**config.mk**
```make
export PLATFORM = sky130hd
export DESIGN_NAME = logic_unit_pipe
export DESIGN_NICKNAME = d
export VERILOG_FILES = /design/src/rtl/logic_unit_pipe.sv
export SDC_FILE = /design/constraint.sdc
export NUM_CORES = 1
export LEC_CHECK = 0
export CORE_ASPECT_RATIO = 0.7
export CORE_MARGIN = 10
export CORE_UTILIZATION = 49
export DETAILED_ROUTE_END_ITERATION = 16
export GPL_ROUTABILITY_DRIVEN = 0
export PLACE_DENSITY_LB_ADDON = 0.25
export RECOVER_POWER = 25
export SKIP_CTS_REPAIR_TIMING = 1
export SLEW_MARGIN = 40
export SYNTH_ARGS = -nofsm -noshare
export SYNTH_HDL_FRONTEND = slang
export SYNTH_SLANG_ARGS = --single-unit
export TNS_END_PERCENT = 10
```
**constraint.sdc**
```tcl
create_clock -name clk -period 5.35 [get_ports clk]
set_clock_uncertainty 0.1 [all_clocks]
set_input_delay 1.07 -clock clk [delete_from_list [all_inputs] [get_ports clk]]
set_output_delay 1.07 -clock clk [all_outputs]
set_load 0.01 [all_outputs]
```
**src/rtl/logic_unit_pipe.sv**
```systemverilog
`default_nettype none
// ============================================================================
// Module   : logic_unit_pipe
// Purpose  : Parametrised bitwise logic unit with a DEPTH-entry output FIFO.
//            Each accepted operand beat is reduced by one of eight bitwise
//            functions.  The result, its zero flag and its all-ones flag are
//            queued together so that the consumer is decoupled from issue.
// Revision : 1.0 - initial release
// ----------------------------------------------------------------------------
// Parameters
//   WIDTH      operand/result width in bits (>= 1)
//   DEPTH      output FIFO entries (power of two, >= 2)
// Ports
//   clk        rising-edge clock
//   rst_n      asynchronous active-low reset
//   in_valid   operand beat present
//   in_ready   unit can accept a beat this cycle (registered state only)
//   in_op      function select
//   in_a/in_b  operands
//   out_valid  FIFO head valid
//   out_ready  consumer takes head this cycle
//   out_result head result (0 when empty)
//   out_zero   head result == 0 (0 when empty)
//   out_ones   head result == all ones (0 when empty)
//   out_parity XOR-reduce of head result (0 when empty); present only when
//              LOGIC_UNIT_PARITY_EN is defined
//   occupancy  entries currently held
// Build option
//   LOGIC_UNIT_PARITY_EN : adds the out_parity port and a stored parity bit
// ============================================================================
module logic_unit_pipe #(
   parameter int WIDTH = 32,
   parameter int DEPTH = 2
) (
   input  logic                       clk,
   input  logic                       rst_n,
   input  logic                       in_valid,
   output logic                       in_ready,
   input  logic [2:0]                 in_op,
   input  logic [WIDTH-1:0]           in_a,
   input  logic [WIDTH-1:0]           in_b,
   output logic                       out_valid,
   input  logic                       out_ready,
   output logic [WIDTH-1:0]           out_result,
   output logic                       out_zero,
   output logic                       out_ones,
`ifdef LOGIC_UNIT_PARITY_EN
   output logic                       out_parity,
`endif
   output logic [$clog2(DEPTH+1)-1:0] occupancy
);

   localparam int c_ptr_w = $clog2(DEPTH);
   localparam int c_occ_w = $clog2(DEPTH+1);
`ifdef LOGIC_UNIT_PARITY_EN
   localparam int c_flag_w = 3;
`else
   localparam int c_flag_w = 2;
`endif
   localparam int c_entry_w = WIDTH + c_flag_w;
   localparam logic [c_occ_w-1:0] c_full = c_occ_w'(DEPTH);

   // Entry layout: [WIDTH-1:0] result, [WIDTH] zero, [WIDTH+1] ones,
   // [WIDTH+2] parity (parity build only).
   logic [c_entry_w-1:0] r_mem [DEPTH];
   logic [c_ptr_w-1:0]   r_wr_ptr;
   logic [c_ptr_w-1:0]   r_rd_ptr;
   logic [c_occ_w-1:0]   r_occ;

   logic [WIDTH-1:0]     w_result;
   logic [c_entry_w-1:0] w_entry;
   logic [c_entry_w-1:0] w_head;
   logic                 w_push;
   logic                 w_pop;

   // ---------------------------------------------------------------------
   // Function select
   // ---------------------------------------------------------------------
   always_comb begin
      w_result = '0;
      case (in_op)
         3'b000:  w_result = in_a & in_b;
         3'b001:  w_result = in_a | in_b;
         3'b010:  w_result = in_a ^ in_b;
         3'b011:  w_result = ~(in_a | in_b);
         3'b100:  w_result = ~(in_a & in_b);
         3'b101:  w_result = ~(in_a ^ in_b);
         3'b110:  w_result = in_a & ~in_b;
         default: w_result = in_a | ~in_b;
      endcase
   end

   // Flags are evaluated once at push and travel with the result, keeping
   // the wide reductions off the output path.
`ifdef LOGIC_UNIT_PARITY_EN
   assign w_entry = {^w_result, &w_result, ~|w_result, w_result};
`else
   assign w_entry = {&w_result, ~|w_result, w_result};
`endif

   // ---------------------------------------------------------------------
   // Handshake. in_ready depends only on registered occupancy, so a pop in
   // the same cycle never opens a full FIFO.
   // ---------------------------------------------------------------------
   assign in_ready  = (r_occ != c_full);
   assign out_valid = (r_occ != '0);
   assign w_push    = in_valid && in_ready;
   assign w_pop     = out_valid && out_ready;

   always_ff @(posedge clk or negedge rst_n) begin
      if (!rst_n) begin
         r_wr_ptr <= '0;
         r_rd_ptr <= '0;
         r_occ    <= '0;
      end else begin
         // DEPTH is a power of two, so pointer overflow is the modulo wrap.
         if (w_push) begin
            r_wr_ptr <= r_wr_ptr + c_ptr_w'(1);
         end
         if (w_pop) begin
            r_rd_ptr <= r_rd_ptr + c_ptr_w'(1);
         end
         case ({w_push, w_pop})
            2'b10:   r_occ <= r_occ + c_occ_w'(1);
            2'b01:   r_occ <= r_occ - c_occ_w'(1);
            default: r_occ <= r_occ;
         endcase
      end
   end

   // Storage needs no reset: the outputs are masked while occupancy is zero.
   always_ff @(posedge clk) begin
      if (w_push) begin
         r_mem[r_wr_ptr] <= w_entry;
      end
   end

   // ---------------------------------------------------------------------
   // Head presentation, forced to zero when the FIFO is empty
   // ---------------------------------------------------------------------
   assign w_head     = r_mem[r_rd_ptr];
   assign out_result = out_valid ? w_head[WIDTH-1:0] : '0;
   assign out_zero   = out_valid & w_head[WIDTH];
   assign out_ones   = out_valid & w_head[WIDTH+1];
`ifdef LOGIC_UNIT_PARITY_EN
   assign out_parity = out_valid & w_head[WIDTH+2];
`endif
   assign occupancy  = r_occ;

endmodule
`default_nettype wire

```
==> results.toml <==
[outcome]
status = "finished, violations left"
violations = "capacitance limit, slew limit"

[power]
clock_power_share_pct = 22.7
p_comb_share_pct = 44.8
seqPwrFrac_pct = 32.5
p_leak_nw = 4.02
p_sw_mw = 0.979
power.internal_mw = 1.84
power_density_nw_per_um2 = 308
swShare_pct = 34.8
ir_worst_vdd_v = 0.000237

[cells_and_area]
nFillCells = 1330
multi_input_area_um2 = 4990
antenna_cells = 0
area_delta_synth_final_pct = 19.8
drive_gt1_share_pct = 5.30
fin_nets = 1101
regArea_um2 = 2150
final_util_pct = 59.4

[setup_path]
cp-start-kind = "primary input"
endpoint = "r_mem[0][33]$_DFFE_PP_"
slowest_stage = "clkinv_2"
r2r_setup_slack_ps = 2370
r2r-start = "occupancy[0]$_DFFE_PN0P_"
path_depth = 7
crit_start = "in_op[1]"
path_max_fanout = 43
cp.arrival_ps = 4330
cp-end-kind = "register"
crit_top_cell = "nand4_1"
worst-path-buf-inv = 2
critPathTopFamily = "buffers and inverters"
max_stage_delay_ps = 710
reg2reg_to = "occupancy[1]$_DFFE_PN0P_"
reg2regPathDepth = 7
worstSetupPathType = "in -> reg"
crit_chain = "buf_2 -> clkinv_2 -> mux2i_1 -> nand4_1 -> a2111oi_0 -> nand4_1 -> a2111oi_2"
crit_required_ps = 5370

[timing]
fin_crit_sh_pct = 80.6
slew_viol_final = 70
hold_viol = 0
max_freq_ghz = 0.232
rsz0062_at_grt = "false"
setup_viol = 0
slew_headroom_pct = -35.0
layout_min_cycle_time_ps = 4310
tns_ps = 0
layout_setup_ws_ps = 1040
worst_slew_pin_slew_ps = 2030

[synthesis]
synth-seq-cells = 72
synth.avg_cell_area_um2 = 9.35
ys_types = 61
ys_warn_count = 0
yosysTopAreaCellShare_pct = 26.7
syn_inst = 817
synth_nets = 1017
synthArstFlopShare_pct = 5.56
synth_ff_type = "edfxtp_1"
ys_seq_area_share_pct = 28.1
synth_edf_count = 68
synth_commonest_cells = "129 x ha_1, 79 x mux2i_1, 70 x inv_1, 68 x edfxtp_1, 65 x nor2_1"
synth_most_common_cell = "ha_1"
netlist.top_cell.by_area = "edfxtp_1"
synth.area.top_cells = "edfxtp_1 27%, ha_1 21%, mux2i_1 10%"
netlist_area_um2 = 7640

[placed_design]
place_hpwl_um = 15600
dp_slack_ps = 1130
port_buffers = 108

[min_path]
holdCritPathClass = "reg -> reg"

[floorplan]
start_util_pct = 49.6
pin_count = 109
core-area_um2 = 15400
die_h_um = 124
rows = 38
die_w_um = 169
dieArea_um2 = 21100

[global_routing]
grt_pass1_wl_um = 31700
grt_pass1_vias = 5923
grt_max_degree = 116
antenna_found_initial = 0
track_usage_pct = 18.3
overflow = 0

[detailed_routing]
vias = 6214
dr.first_iter.drc_count = 684
avgViaCountPerCell = 5.62
drc = 0
routed_wl_um = 19900
first_pass_iters = 5
postRouteAntennaNets = 0
drt-wirelength-per-cell_um = 18.0

[clock_tree]
cts_made_buffers = 9
path_clk_slew_ps = 60
ctsLongestPathBuffers = 2
clock_sink_count = 72
clock_latency_ps = 330
cts_max_level = 3
cts_tree = "done"
cts_root_buf = "clkbuf_16"

[run]
cap_viol_max_count = 2
sequential cells by signal, summed over array words and instances, names as in the netlist:
signal,flops
occupancy,2
r_mem,68
r_wr_ptr,1
r_rd_ptr,1
worst reg2reg max path, delay by kind of cell, from the launching register on:
kind          cells  cell delay [ps]
flops             1              430
simple gates      3             1020
buf+inv           2              890
fa+ha+maj         1              320
xor+xnor          1              150
cell usage in the layout, fill, tap and decap left out, types with 5 or more instances in the layout:
cell type,synthesis,final
ha_1,129,129
clkdlybuf4s50_1,0,104
mux2i_1,79,79
inv_1,70,70
edfxtp_1,68,68
nor2_1,65,64
nand2_1,38,38
o21ai_0,37,37
a21oi_1,34,34
nand2b_1,34,34
nor2b_1,21,21
xor2_1,21,21
xnor2_1,15,15
nand3_1,13,13
a31oi_1,12,12
mux2_2,11,11
and3_1,9,9
nor4_1,9,9
clkbuf_16,0,9
a211oi_1,8,8
o22ai_1,8,8
nor3_1,8,8
buf_4,9,8
or3_1,6,6
a22oi_1,5,5
worst min path at each step:
stage,from,to,slack (ps),depth (start not counted)
after floorplan,r_wr_ptr$_DFFE_PN0P_,r_wr_ptr$_DFFE_PN0P_,360,1
final,r_wr_ptr$_DFFE_PN0P_,r_wr_ptr$_DFFE_PN0P_,420,1
after detailed placement,r_wr_ptr$_DFFE_PN0P_,r_wr_ptr$_DFFE_PN0P_,400,1
after global routing,occupancy[1]$_DFFE_PN0P_,occupancy[1]$_DFFE_PN0P_,440,1
after CTS,r_wr_ptr$_DFFE_PN0P_,r_wr_ptr$_DFFE_PN0P_,410,1
after global placement,r_wr_ptr$_DFFE_PN0P_,r_wr_ptr$_DFFE_PN0P_,400,1
routing by layer:
layer  wire length, um  global-route usage [%]  up-vias  share of wire, %
met1              9260                    25.4     2898                46
met2              8850                    28.2      239                44
li1                  -                       -     3048                 -
met4               379                    4.25        0               1.9
met5                 0                       0        -                 0
met3              1430                    4.26       29               7.2
area by class of cell:
type,instances,share of cell area (%)
clock inverter,6,1.01
tap,200,2.73
multi-input combinational,627,54.6
clock buffer,10,2.50
timing repair buffer,120,12.8
inverter,71,2.93
sequential,72,23.5
per-stage QoR:
step / total power [mW] / hold slack, ps / area, um^2 / std cells
after CTS: 2.84 / 412 / 9160 / 1106
after floorplan: 1.58 / 361 / 7640 / 817
after global routing: 2.98 / 442 / 9150 / 1106
after global placement: 2.19 / 400 / 8840 / 1090
final: 2.82 / 415 / 9150 / 1106
after detailed placement: 2.20 / 403 / 8840 / 1090
power by group through the flow:
stage / combinational, mW / clock (mW) / sequential, mW
2_1_floorplan: 0.738 / 0 / 0.846
3_3_place_gp: 1.28 / 0 / 0.913
3_5_place_dp: 1.28 / 0 / 0.921
4_1_cts: 1.29 / 0.645 / 0.910
5_1_grt: 1.38 / 0.668 / 0.934
6_report: 1.26 / 0.638 / 0.915
kinds of logic (layout without fill, tap and decap cells):
logic type / Yosys count / in the layout / share of synthesized area [%]
fa+ha+maj: 129 / 129 / 21.1
simple gates: 225 / 225 / 15.1
flops: 72 / 72 / 28.1
buf+inv: 118 / 207 / 6.59
mux: 93 / 93 / 12.9
xor+xnor: 36 / 36 / 4.13
compound gates: 144 / 144 / 12.1
(Power assumes the default switching activity.)
